--- config.mk ---
export PLATFORM = sky130hd
export DESIGN_NAME = unified_mem_arbiter
export DESIGN_NICKNAME = d
export VERILOG_FILES = /design/src/rtl/arb_pkg.sv /design/src/rtl/perf_sat_counter.sv /design/src/rtl/unified_mem_arbiter.sv
export SDC_FILE = /design/constraint.sdc
export NUM_CORES = 1
export LEC_CHECK = 0
export CORE_AREA = 2 2 106 108
export DETAILED_ROUTE_END_ITERATION = 10
export DIE_AREA = 0 0 108 110
export GPL_TIMING_DRIVEN = 0
export HOLD_SLACK_MARGIN = 0.02
export MAX_ROUTING_LAYER = met4
export PLACE_DENSITY = 0.67
export SLEW_MARGIN = 20
export SYNTH_ARGS = -nofsm -noshare
export SYNTH_HDL_FRONTEND = slang
export SYNTH_HIERARCHICAL = 1
export SYNTH_SLANG_ARGS = --single-unit
--- constraint.sdc ---
create_clock -name clk -period 1.9 [get_ports clk]
set_input_delay 0.285 -clock clk [delete_from_list [all_inputs] [get_ports clk]]
set_output_delay 0.285 -clock clk [all_outputs]
set_load 0.01 [all_outputs]
--- src/rtl/arb_pkg.sv ---
// Shared types and limits for the unified instruction/data memory arbiter.
package arb_pkg;

   typedef enum logic [1:0] {
      IDLE   = 2'd0,
      I_WAIT = 2'd1,
      D_WAIT = 2'd2
   } arb_state_t;

   localparam logic OWN_I = 1'b0;
   localparam logic OWN_D = 1'b1;

   localparam int MEM_LAT_MIN    = 1;
   localparam int MEM_LAT_MAX    = 4;
   localparam int STARVE_MAX_MIN = 1;
   localparam int STARVE_MAX_MAX = 15;

   // Out-of-range parameters are pulled back into the legal range instead of
   // producing counters that never match.
   function automatic int clamp_int(input int v, input int lo, input int hi);
      return (v < lo) ? lo : ((v > hi) ? hi : v);
   endfunction

endpackage

--- src/rtl/perf_sat_counter.sv ---
// Saturating up-counter with increment enable; sticks at all-ones.
module perf_sat_counter #(
   parameter int W = 32
) (
   input  logic         clk,
   input  logic         rst,
   input  logic         inc,
   output logic [W-1:0] count
);

   logic [W-1:0] count_q;
   logic [W-1:0] count_d;

   always_comb begin
      count_d = count_q;
      if (inc && (count_q != {W{1'b1}})) begin
         count_d = count_q + {{(W-1){1'b0}}, 1'b1};
      end
   end

   always_ff @(posedge clk or posedge rst) begin
      if (rst) begin
         count_q <= '0;
      end else begin
         count_q <= count_d;
      end
   end

   assign count = count_q;

endmodule

--- src/rtl/unified_mem_arbiter.sv ---
// Fetch / load-store arbiter in front of one fixed-latency single-port SRAM.
// Define ARB_PERF_CNT_EN to add saturating stall/conflict performance counters.
module unified_mem_arbiter
   import arb_pkg::*;
#(
   parameter int ADDR_W     = 32,
   parameter int DATA_W     = 32,
   parameter int MEM_LAT    = 1,
   parameter int STARVE_MAX = 4
) (
   input  logic                clk,
   input  logic                rst,
   input  logic                i_req,
   input  logic [ADDR_W-1:0]   i_addr,
   output logic                i_gnt,
   output logic                i_rvalid,
   output logic [DATA_W-1:0]   i_rdata,
   input  logic                d_req,
   input  logic                d_we,
   input  logic [ADDR_W-1:0]   d_addr,
   input  logic [DATA_W-1:0]   d_wdata,
   input  logic [DATA_W/8-1:0] d_be,
   output logic                d_gnt,
   output logic                d_rvalid,
   output logic [DATA_W-1:0]   d_rdata,
   output logic                mem_req,
   output logic                mem_we,
   output logic [ADDR_W-1:0]   mem_addr,
   output logic [DATA_W-1:0]   mem_wdata,
   output logic [DATA_W/8-1:0] mem_be,
   input  logic [DATA_W-1:0]   mem_rdata
`ifdef ARB_PERF_CNT_EN
   ,
   output logic [31:0]         perf_i_stall,
   output logic [31:0]         perf_d_stall,
   output logic [31:0]         perf_conflict
`endif
);

   localparam int         LAT_C    = clamp_int(MEM_LAT, MEM_LAT_MIN, MEM_LAT_MAX);
   localparam logic [1:0] LAT_INIT = 2'(LAT_C - 1);
   localparam logic [3:0] STARVE_C = 4'(clamp_int(STARVE_MAX, STARVE_MAX_MIN, STARVE_MAX_MAX));

   arb_state_t state_q, state_d;
   logic [1:0] lat_cnt_q, lat_cnt_d;
   logic [3:0] starve_cnt_q, starve_cnt_d;

   logic grant_en;
   logic fetch_forced;
   logic owner;

   always_comb begin
      state_d      = state_q;
      lat_cnt_d    = lat_cnt_q;
      starve_cnt_d = starve_cnt_q;
      owner        = OWN_I;

      // Grants are gated by rst so every output is 0 while reset is held.
      grant_en     = (state_q == IDLE) && !rst;
      fetch_forced = i_req && (starve_cnt_q == STARVE_C);
      d_gnt        = grant_en && d_req && !fetch_forced;
      i_gnt        = grant_en && i_req && !d_gnt;
      if (d_gnt) begin
         owner = OWN_D;
      end

      mem_req   = i_gnt | d_gnt;
      mem_we    = d_gnt & d_we;
      mem_addr  = '0;
      mem_wdata = '0;
      mem_be    = '0;
      if (mem_req) begin
         mem_addr = (owner == OWN_D) ? d_addr : i_addr;
         if (owner == OWN_D) begin
            mem_wdata = d_wdata;
            mem_be    = d_be;
         end
      end

      i_rvalid = (state_q == I_WAIT) && (lat_cnt_q == 2'd0);
      d_rvalid = (state_q == D_WAIT) && (lat_cnt_q == 2'd0);
      i_rdata  = i_rvalid ? mem_rdata : '0;
      d_rdata  = d_rvalid ? mem_rdata : '0;

      unique case (state_q)
         IDLE: begin
            if (d_gnt && !d_we) begin
               state_d   = D_WAIT;
               lat_cnt_d = LAT_INIT;
            end else if (i_gnt) begin
               state_d   = I_WAIT;
               lat_cnt_d = LAT_INIT;
            end
         end
         I_WAIT, D_WAIT: begin
            if (lat_cnt_q == 2'd0) begin
               state_d = IDLE;
            end else begin
               lat_cnt_d = lat_cnt_q - 2'd1;
            end
         end
         default: state_d = IDLE;
      endcase

      if (!i_req || i_gnt) begin
         starve_cnt_d = 4'd0;
      end else if (d_gnt && (starve_cnt_q != STARVE_C)) begin
         starve_cnt_d = starve_cnt_q + 4'd1;
      end
   end

   always_ff @(posedge clk or posedge rst) begin
      if (rst) begin
         state_q      <= IDLE;
         lat_cnt_q    <= 2'd0;
         starve_cnt_q <= 4'd0;
      end else begin
         state_q      <= state_d;
         lat_cnt_q    <= lat_cnt_d;
         starve_cnt_q <= starve_cnt_d;
      end
   end

`ifdef ARB_PERF_CNT_EN
   perf_sat_counter #(.W(32)) u_perf_i_stall (
      .clk   (clk),
      .rst   (rst),
      .inc   (i_req && !i_gnt),
      .count (perf_i_stall)
   );

   perf_sat_counter #(.W(32)) u_perf_d_stall (
      .clk   (clk),
      .rst   (rst),
      .inc   (d_req && !d_gnt),
      .count (perf_d_stall)
   );

   perf_sat_counter #(.W(32)) u_perf_conflict (
      .clk   (clk),
      .rst   (rst),
      .inc   ((state_q == IDLE) && i_req && d_req),
      .count (perf_conflict)
   );
`endif

endmodule

==> impl_metrics.csv, run 1 <==
group,metric,value,unit
worst_setup_path,required,1620,ps
final_layout,area.growth.synth_to_final,175,%
placed_design,gp_congestion,0.817,
sta,hold_viol,0,
synth,ys_ff_latch,8,
sta,worst_hold_slack,207,ps
global_routing,grt_pass1_vias,2997,
sta,max_freq,0.459,GHz
floorplanning,row_count,38,
floorplanning,dieWidth,108,um
sta,fin_tns_setup,-17340,ps
final_layout,drive_above_1_share,36.0,%
global_routing,grt-ovfl-total,0,
synth,synth_cell_type_count,35,
synth,syn-cell-area,1780,um^2
synth,synth_edf_count,0,
synth,synth_top_cell_by_area,"and3_1",
worst_setup_path,critPathSlowestCell,"dfrtp_1",
worst_setup_path,reg2reg_to,"lat_cnt_q[0]$_DFFE_PP0P_",
worst_setup_path,critPathMaxFanout,10,
pwr,pwr-share-clk,6.3,%
global_routing,grt_pass1_wl,16000,um
run_status,status,"finished, violations left",
pwr,peakVddDrop,0.308,mV
global_routing,antenna_found_initial,0,
pwr,switching_power,1.48,mW
routing,drc,0,
placed_design,dpl.hpwl,9090,um
synth,ys_warn_count,6,
pwr,comb_power_share,86.9,%
routing,final_antenna_net_count,0,
placed_design,io_buffers,274,
final_layout,post-route-util,45.8,%
cts,cts_hold_buf,0,
worst_setup_path,critical_path.most_common_cell,"buf_6",
sta,clock_skew,2.58,ps
synth,postSynth.asyncResetShare,100,%
final_layout,antennaDiodeCount,0,
sta,slew_headroom,75.1,%
worst_setup_path,reg2reg_slack,50,ps
floorplanning,core_area,10700,um^2
worst_setup_path,slowest_delay,390,ps
synth,synth_area_leaders,"and3_1 23%, nand2_1 14%, and2_1 14%",
cts,cts_root_buffer,"clkbuf_8",
floorplanning,dieArea,11900,um^2
sta,slew_viol_final,0,
cts,numCtsBuffers,3,
synth,avgSynthCellArea,6.06,um^2
pwr,power.density,688,nW/um^2
worst_hold_path,min_path_type,"primary input to asynchronous set/reset pin",
routing,wl_per_cell,15.7,um
placed_design,place_ws,-824,ps
final_layout,fin_nets,745,
synth,synth_seq_area_share,11.2,%
global_routing,grt_usage,17.2,%
synth,netlist.area_leader.share,23.2,%
cts,clkTransAtPathRegs,40,ps
job,cap_viol_max_count,0,
worst_setup_path,r2r_start,"state_q[1]$_DFFE_PP0P_",
pwr,p_sw_share,43.8,%
routing,routed_via_density,4.41,
floorplanning,initial_core_util,16.7,%
worst_setup_path,crit_path_end_kind,"output port",
synth,syn_nets,437,
placed_design,placed_area,4700,um^2
worst_setup_path,reg2reg_depth,8,
pwr,power,3.37,mW
routing,drtIter0Drc,157,
sta,setup_ws,-277,ps
run_status,violations,"setup timing",
placed_design,place_inst,708,
worst_setup_path,crit_arrival,1890,ps
floorplanning,io_pins,275,
final_layout,finalNonFillerCells,740,
pwr,p_seq_share,6.8,%
floorplanning,dieHeight,110,um
cts,htree_levels,1,
worst_setup_path,worstPathCellList,"inv_2, ha_4, and2b_1, buf_6, nand3_4, inv_6, buf_6, buf_4, and2_1, buf_2",
sta,worst_pin_slew,373,ps
sta,rsz0062_at_grt,"true",
cts,clock_sinks,8,
routing,vias,3264,
routing,drt-total-wl,11600,um
global_routing,grt_max_degree,11,
worst_setup_path,worst_setup_path_start_kind,"register",
sta,period_share,115,%
cts,clockBufferDepth,2,
routing,first_pass_iters,4,
sta,period_minus_slack,2180,ps
pwr,p_leak,2.87,nW
pwr,internal_power,1.89,mW
sta,setup_viol,72,
cts,clk_latency,240,ps
worst_setup_path,crit_type,"register to output port",
synth,synth_ff_type,"dfrtp_1",
final_layout,fin_area,4900,um^2
synth,synth_cells,294,
cts,cts_tree,"built",
placed cells by master, fill, tap and decap left out, types with 7 or more instances in the layout:
| cell type | synthesis | layout |
|---|---|---|
| a21oi_1 | 33 | 18 |
| clkbuf_8 | 0 | 7 |
| buf_4 | 2 | 28 |
| clkdlybuf4s15_2 | 0 | 12 |
| buf_6 | 3 | 15 |
| dlymetal6s2s_1 | 0 | 20 |
| a21oi_2 | 0 | 15 |
| and2_1 | 40 | 39 |
| dfrtp_1 | 8 | 8 |
| buf_2 | 9 | 69 |
| and3_1 | 66 | 63 |
| clkdlybuf4s50_1 | 0 | 134 |
| nand2_1 | 67 | 62 |
| clkbuf_2 | 0 | 31 |
power groups by stage:
stage / Combinational [mW] / Sequential [mW] / Clock (mW)
after floorplan: 1.16 / 0.224 / 0
after detailed placement: 2.52 / 0.231 / 0
after global placement: 2.50 / 0.228 / 0
after CTS: 2.71 / 0.229 / 0.216
final: 2.93 / 0.230 / 0.212
after global routing: 3.16 / 0.232 / 0.222
registers in the layout, indices dropped and copies added (netlist names):
signal	flops
state_q	2
lat_cnt_q	2
starve_cnt_q	4
timing repair:
item | 4_1_cts | 5_1_grt
endpoints found under the hold margin | 0 | 0
gates cloned | 3 | 1
setup buffers | 18 | 9
gates resized for setup | 441 | 117
pin swaps | 4 | 10
endpoints found under the setup margin | 138 | 112
critical path: cells and delay by family (launching register included):
kind / cells / cell delay, ps
flip-flops: 1 / 390
buffers and inverters: 6 / 670
adder cells (fa/ha/maj): 1 / 160
AND/OR/NAND/NOR: 3 / 430
kinds of logic after synthesis:
family | count (synthesis) | share of synthesized area, %
compound gates | 47 | 15.3
fa+ha+maj | 6 | 4.21
buf+inv | 37 | 10.2
flops | 8 | 11.2
simple gates | 196 | 59.0
layout make-up:
type	count	area [um^2]
Buffer	25	270
Clock buffer	3	41.3
Fill cell	1089	5800
Inverter	10	42.5
Multi-Input combinational cell	249	1560
Sequential cell	8	200
Tap cell	140	175
Timing Repair Buffer	305	2610
worst max path at each step:
stage | startpoint | slack (ps) | cells past startpoint | endpoint
after floorplan | state_q[0]$_DFFE_PP0P_ | 70 | 8 | mem_addr[10]
after global placement | rst | -810 | 8 | mem_addr[3]
after detailed placement | i_req | -820 | 7 | mem_addr[3]
after CTS | state_q[1]$_DFFE_PP0P_ | -300 | 11 | mem_addr[29]
after global routing | state_q[1]$_DFFE_PP0P_ | -390 | 11 | mem_addr[29]
final | state_q[1]$_DFFE_PP0P_ | -280 | 10 | mem_wdata[10]
synth_stat cells (2+ instances only):
cell / number
dfrtp_1: 8
nand2_1: 67
and3_1: 66
nand3_1: 4
nor2b_1: 2
inv_1: 9
clkbuf_1: 13
nor3_1: 3
and2_1: 40
a21o_1: 2
buf_4: 2
buf_2: 9
ha_1: 6
buf_6: 3
a21oi_1: 33
nor2_1: 6
nand2b_1: 3
per-layer routing:
metal,GRT usage [%],routed length [um],up-vias
met1,19.7,4540,1510
met2,31.1,5980,133
met4,3.39,169,0
li1,-,-,1605
met5,-,0,-
met3,3.70,937,16
No activity file was read; power rests on OpenSTA's default activity.
==> run 2: changes to the inputs <==
--- a/config.mk
+++ b/config.mk
@@ -12,6 +12,7 @@
 export HOLD_SLACK_MARGIN = 0.02
 export MAX_ROUTING_LAYER = met4
 export PLACE_DENSITY = 0.67
+export SETUP_SLACK_MARGIN = 0.3
 export SLEW_MARGIN = 20
 export SYNTH_ARGS = -nofsm -noshare
 export SYNTH_HDL_FRONTEND = slang
==> run 2 against run 1 <==
Net effect: the run still ends with setup timing left; die area stayed put; clock power is 3% lower; total power is 25% higher; hold slack worse by 4.4 ps; routed wire length is 6.3% higher; largest cell class unchanged; largest power group unchanged.
==> impl_metrics.csv, run 2 (synthesis results as in run 1) <==
group,metric,value,unit
run_status,status,"finished, violations left",
run_status,violations,"setup timing",
worst_setup_path,crit_path_end_kind,"output port",
routing,vias,3398,
sta,slew_viol_final,0,
cts,numCtsBuffers,3,
worst_setup_path,critPathMaxFanout,5,
sta,setup_ws,-264,ps
placed_design,gp_congestion,0.833,
cts,htree_levels,1,
placed_design,placed_area,4920,um^2
worst_setup_path,required,1620,ps
final_layout,largest-register,"starve_cnt_q",
floorplanning,dieArea,11900,um^2
final_layout,fillCellCount,1021,
global_routing,grt_usage,18.3,%
sta,slew_headroom,75.0,%
floorplanning,dieHeight,110,um
placed_design,place_inst,708,
pwr,peakVddDrop,0.567,mV
global_routing,grt-ovfl-total,0,
worst_setup_path,worst_setup_path_start_kind,"register",
final_layout,antennaDiodeCount,0,
floorplanning,row_count,38,
placed_design,dpl.hpwl,8800,um
sta,setup_viol,111,
final_layout,post-route-util,53.1,%
global_routing,antenna_found_initial,0,
routing,first_pass_iters,4,
cts,cts_root_buffer,"clkbuf_8",
routing,routed_via_density,4.43,
sta,fin_tns_setup,-19890,ps
final_layout,largest_reg_flops,4,
floorplanning,core_area,10700,um^2
sta,worst_pin_slew,376,ps
routing,drtIter0Drc,147,
floorplanning,dieWidth,108,um
global_routing,grt_pass1_vias,3307,
placed_design,io_buffers,274,
sta,rsz0062_at_grt,"true",
floorplanning,io_pins,275,
final_layout,drive_above_1_share,56.1,%
final_layout,reg_top3,"starve_cnt_q (4), lat_cnt_q (2), state_q (2)",
floorplanning,initial_core_util,16.7,%
sta,max_freq,0.462,GHz
routing,wl_per_cell,16.1,um
global_routing,grt_max_degree,11,
job,cap_viol_max_count,0,
pwr,p_leak,2.88,nW
sta,clock_skew,2.58,ps
cts,clkTransAtPathRegs,40,ps
final_layout,fin_area,5680,um^2
worst_setup_path,crit_type,"register to output port",
worst_setup_path,reg2reg_slack,50,ps
routing,drc,0,
worst_setup_path,crit_arrival,1880,ps
global_routing,grt_pass1_wl,17100,um
routing,final_antenna_net_count,0,
final_layout,final_common_cell,"clkdlybuf4s50_1",
cts,cts_tree,"built",
cts,clockBufferDepth,2,
routing,drt-total-wl,12400,um
final_layout,fin_nets,772,
sta,hold_viol,0,
sta,period_minus_slack,2160,ps
cts,clock_sinks,8,
sta,period_share,114,%
final_layout,layout_common_cells,"133 x clkdlybuf4s50_1, 87 x buf_2, 78 x buf_6, 46 x nand2_1, 38 x and3_1",
worst_hold_path,min_path_type,"primary input to asynchronous set/reset pin",
final_layout,finalNonFillerCells,767,
pwr,power,4.22,mW
cts,clk_latency,230,ps
pwr,power.density,744,nW/um^2
final_layout,area.growth.synth_to_final,218,%
run 2: changes by cell type in the layout (fill, tap and decap cells not counted), sizes merged, moves of 2 or more:
cell / delta
clkbuf: -28
buf: +90
dlymetal6s2s: -20
dlygate4sd2: -2
clkdlybuf4s15: -12
run 2: layer usage:
| layer | share of wire (%) | GRT usage (%) |
|---|---|---|
| met1 | 38 | 21.1 |
| met2 | 54 | 34.4 |
| met3 | 8.1 | 3.17 |
| met4 | 0.33 | 2.01 |
| met5 | 0 | - |
run 2: path summary, 6_finish.rpt:
| check | from | end | cells after the start |
|---|---|---|---|
| max | state_q[1]$_DFFE_PP0P_ | mem_addr[12] | 11 |
| max reg2reg | state_q[0]$_DFFE_PP0P_ | lat_cnt_q[1]$_DFFE_PP0P_ | 8 |
| max in group asynchronous | rst | starve_cnt_q[0]$_DFFE_PP0P_ | 2 |
| min | rst | state_q[0]$_DFFE_PP0P_ | 2 |
| min reg2reg | starve_cnt_q[3]$_DFFE_PP0P_ | starve_cnt_q[3]$_DFFE_PP0P_ | 2 |
| min in group clk | starve_cnt_q[3]$_DFFE_PP0P_ | starve_cnt_q[3]$_DFFE_PP0P_ | 2 |
run 2: power breakdown:
part	total, mW	switching (mW)	internal [mW]	leakage, nW
combinational	3.79	1.65	2.14	2.75
sequential	0.228	0.0236	0.204	0.108
clock	0.206	0.0688	0.137	0.0216
total	4.22	1.74	2.49	2.88
run 2: per-stage QoR:
step	hold slack [ps]	setup WS, ps
final	203	-264
after global routing	242	-376
after CTS	215	-261
after detailed placement	509	-725
after global placement	498	-723
after floorplan	109	156
run 2: timing repair:
action                                  CTS  global route
hold buffers                              0             0
buffers inserted                         37             7
pin swaps                                16            24
cloned                                    9             3
resized for setup                       682            85
endpoints found under the setup margin  142           146
run 2: critical path: stages, from the launching register on:
cell,delay [ps]
dfrtp_1,380
inv_2,90
ha_4,140
and2b_1,130
buf_6,110
nand3_4,100
clkinv_4,100
buf_8,130
buf_6,130
nand2_4,50
a21oi_2,140
buf_2,150
run 2: area by class of cell:
type / instances / area, um^2 / area share [%]
buffer: 27 / 318 / 5.60
clock buffer: 3 / 41.3 / 0.727
inverter: 10 / 42.5 / 0.749
multi-input combinational: 249 / 1920 / 33.7
sequential: 8 / 200 / 3.53
tap: 140 / 175 / 3.09
timing repair buffer: 330 / 2980 / 52.6
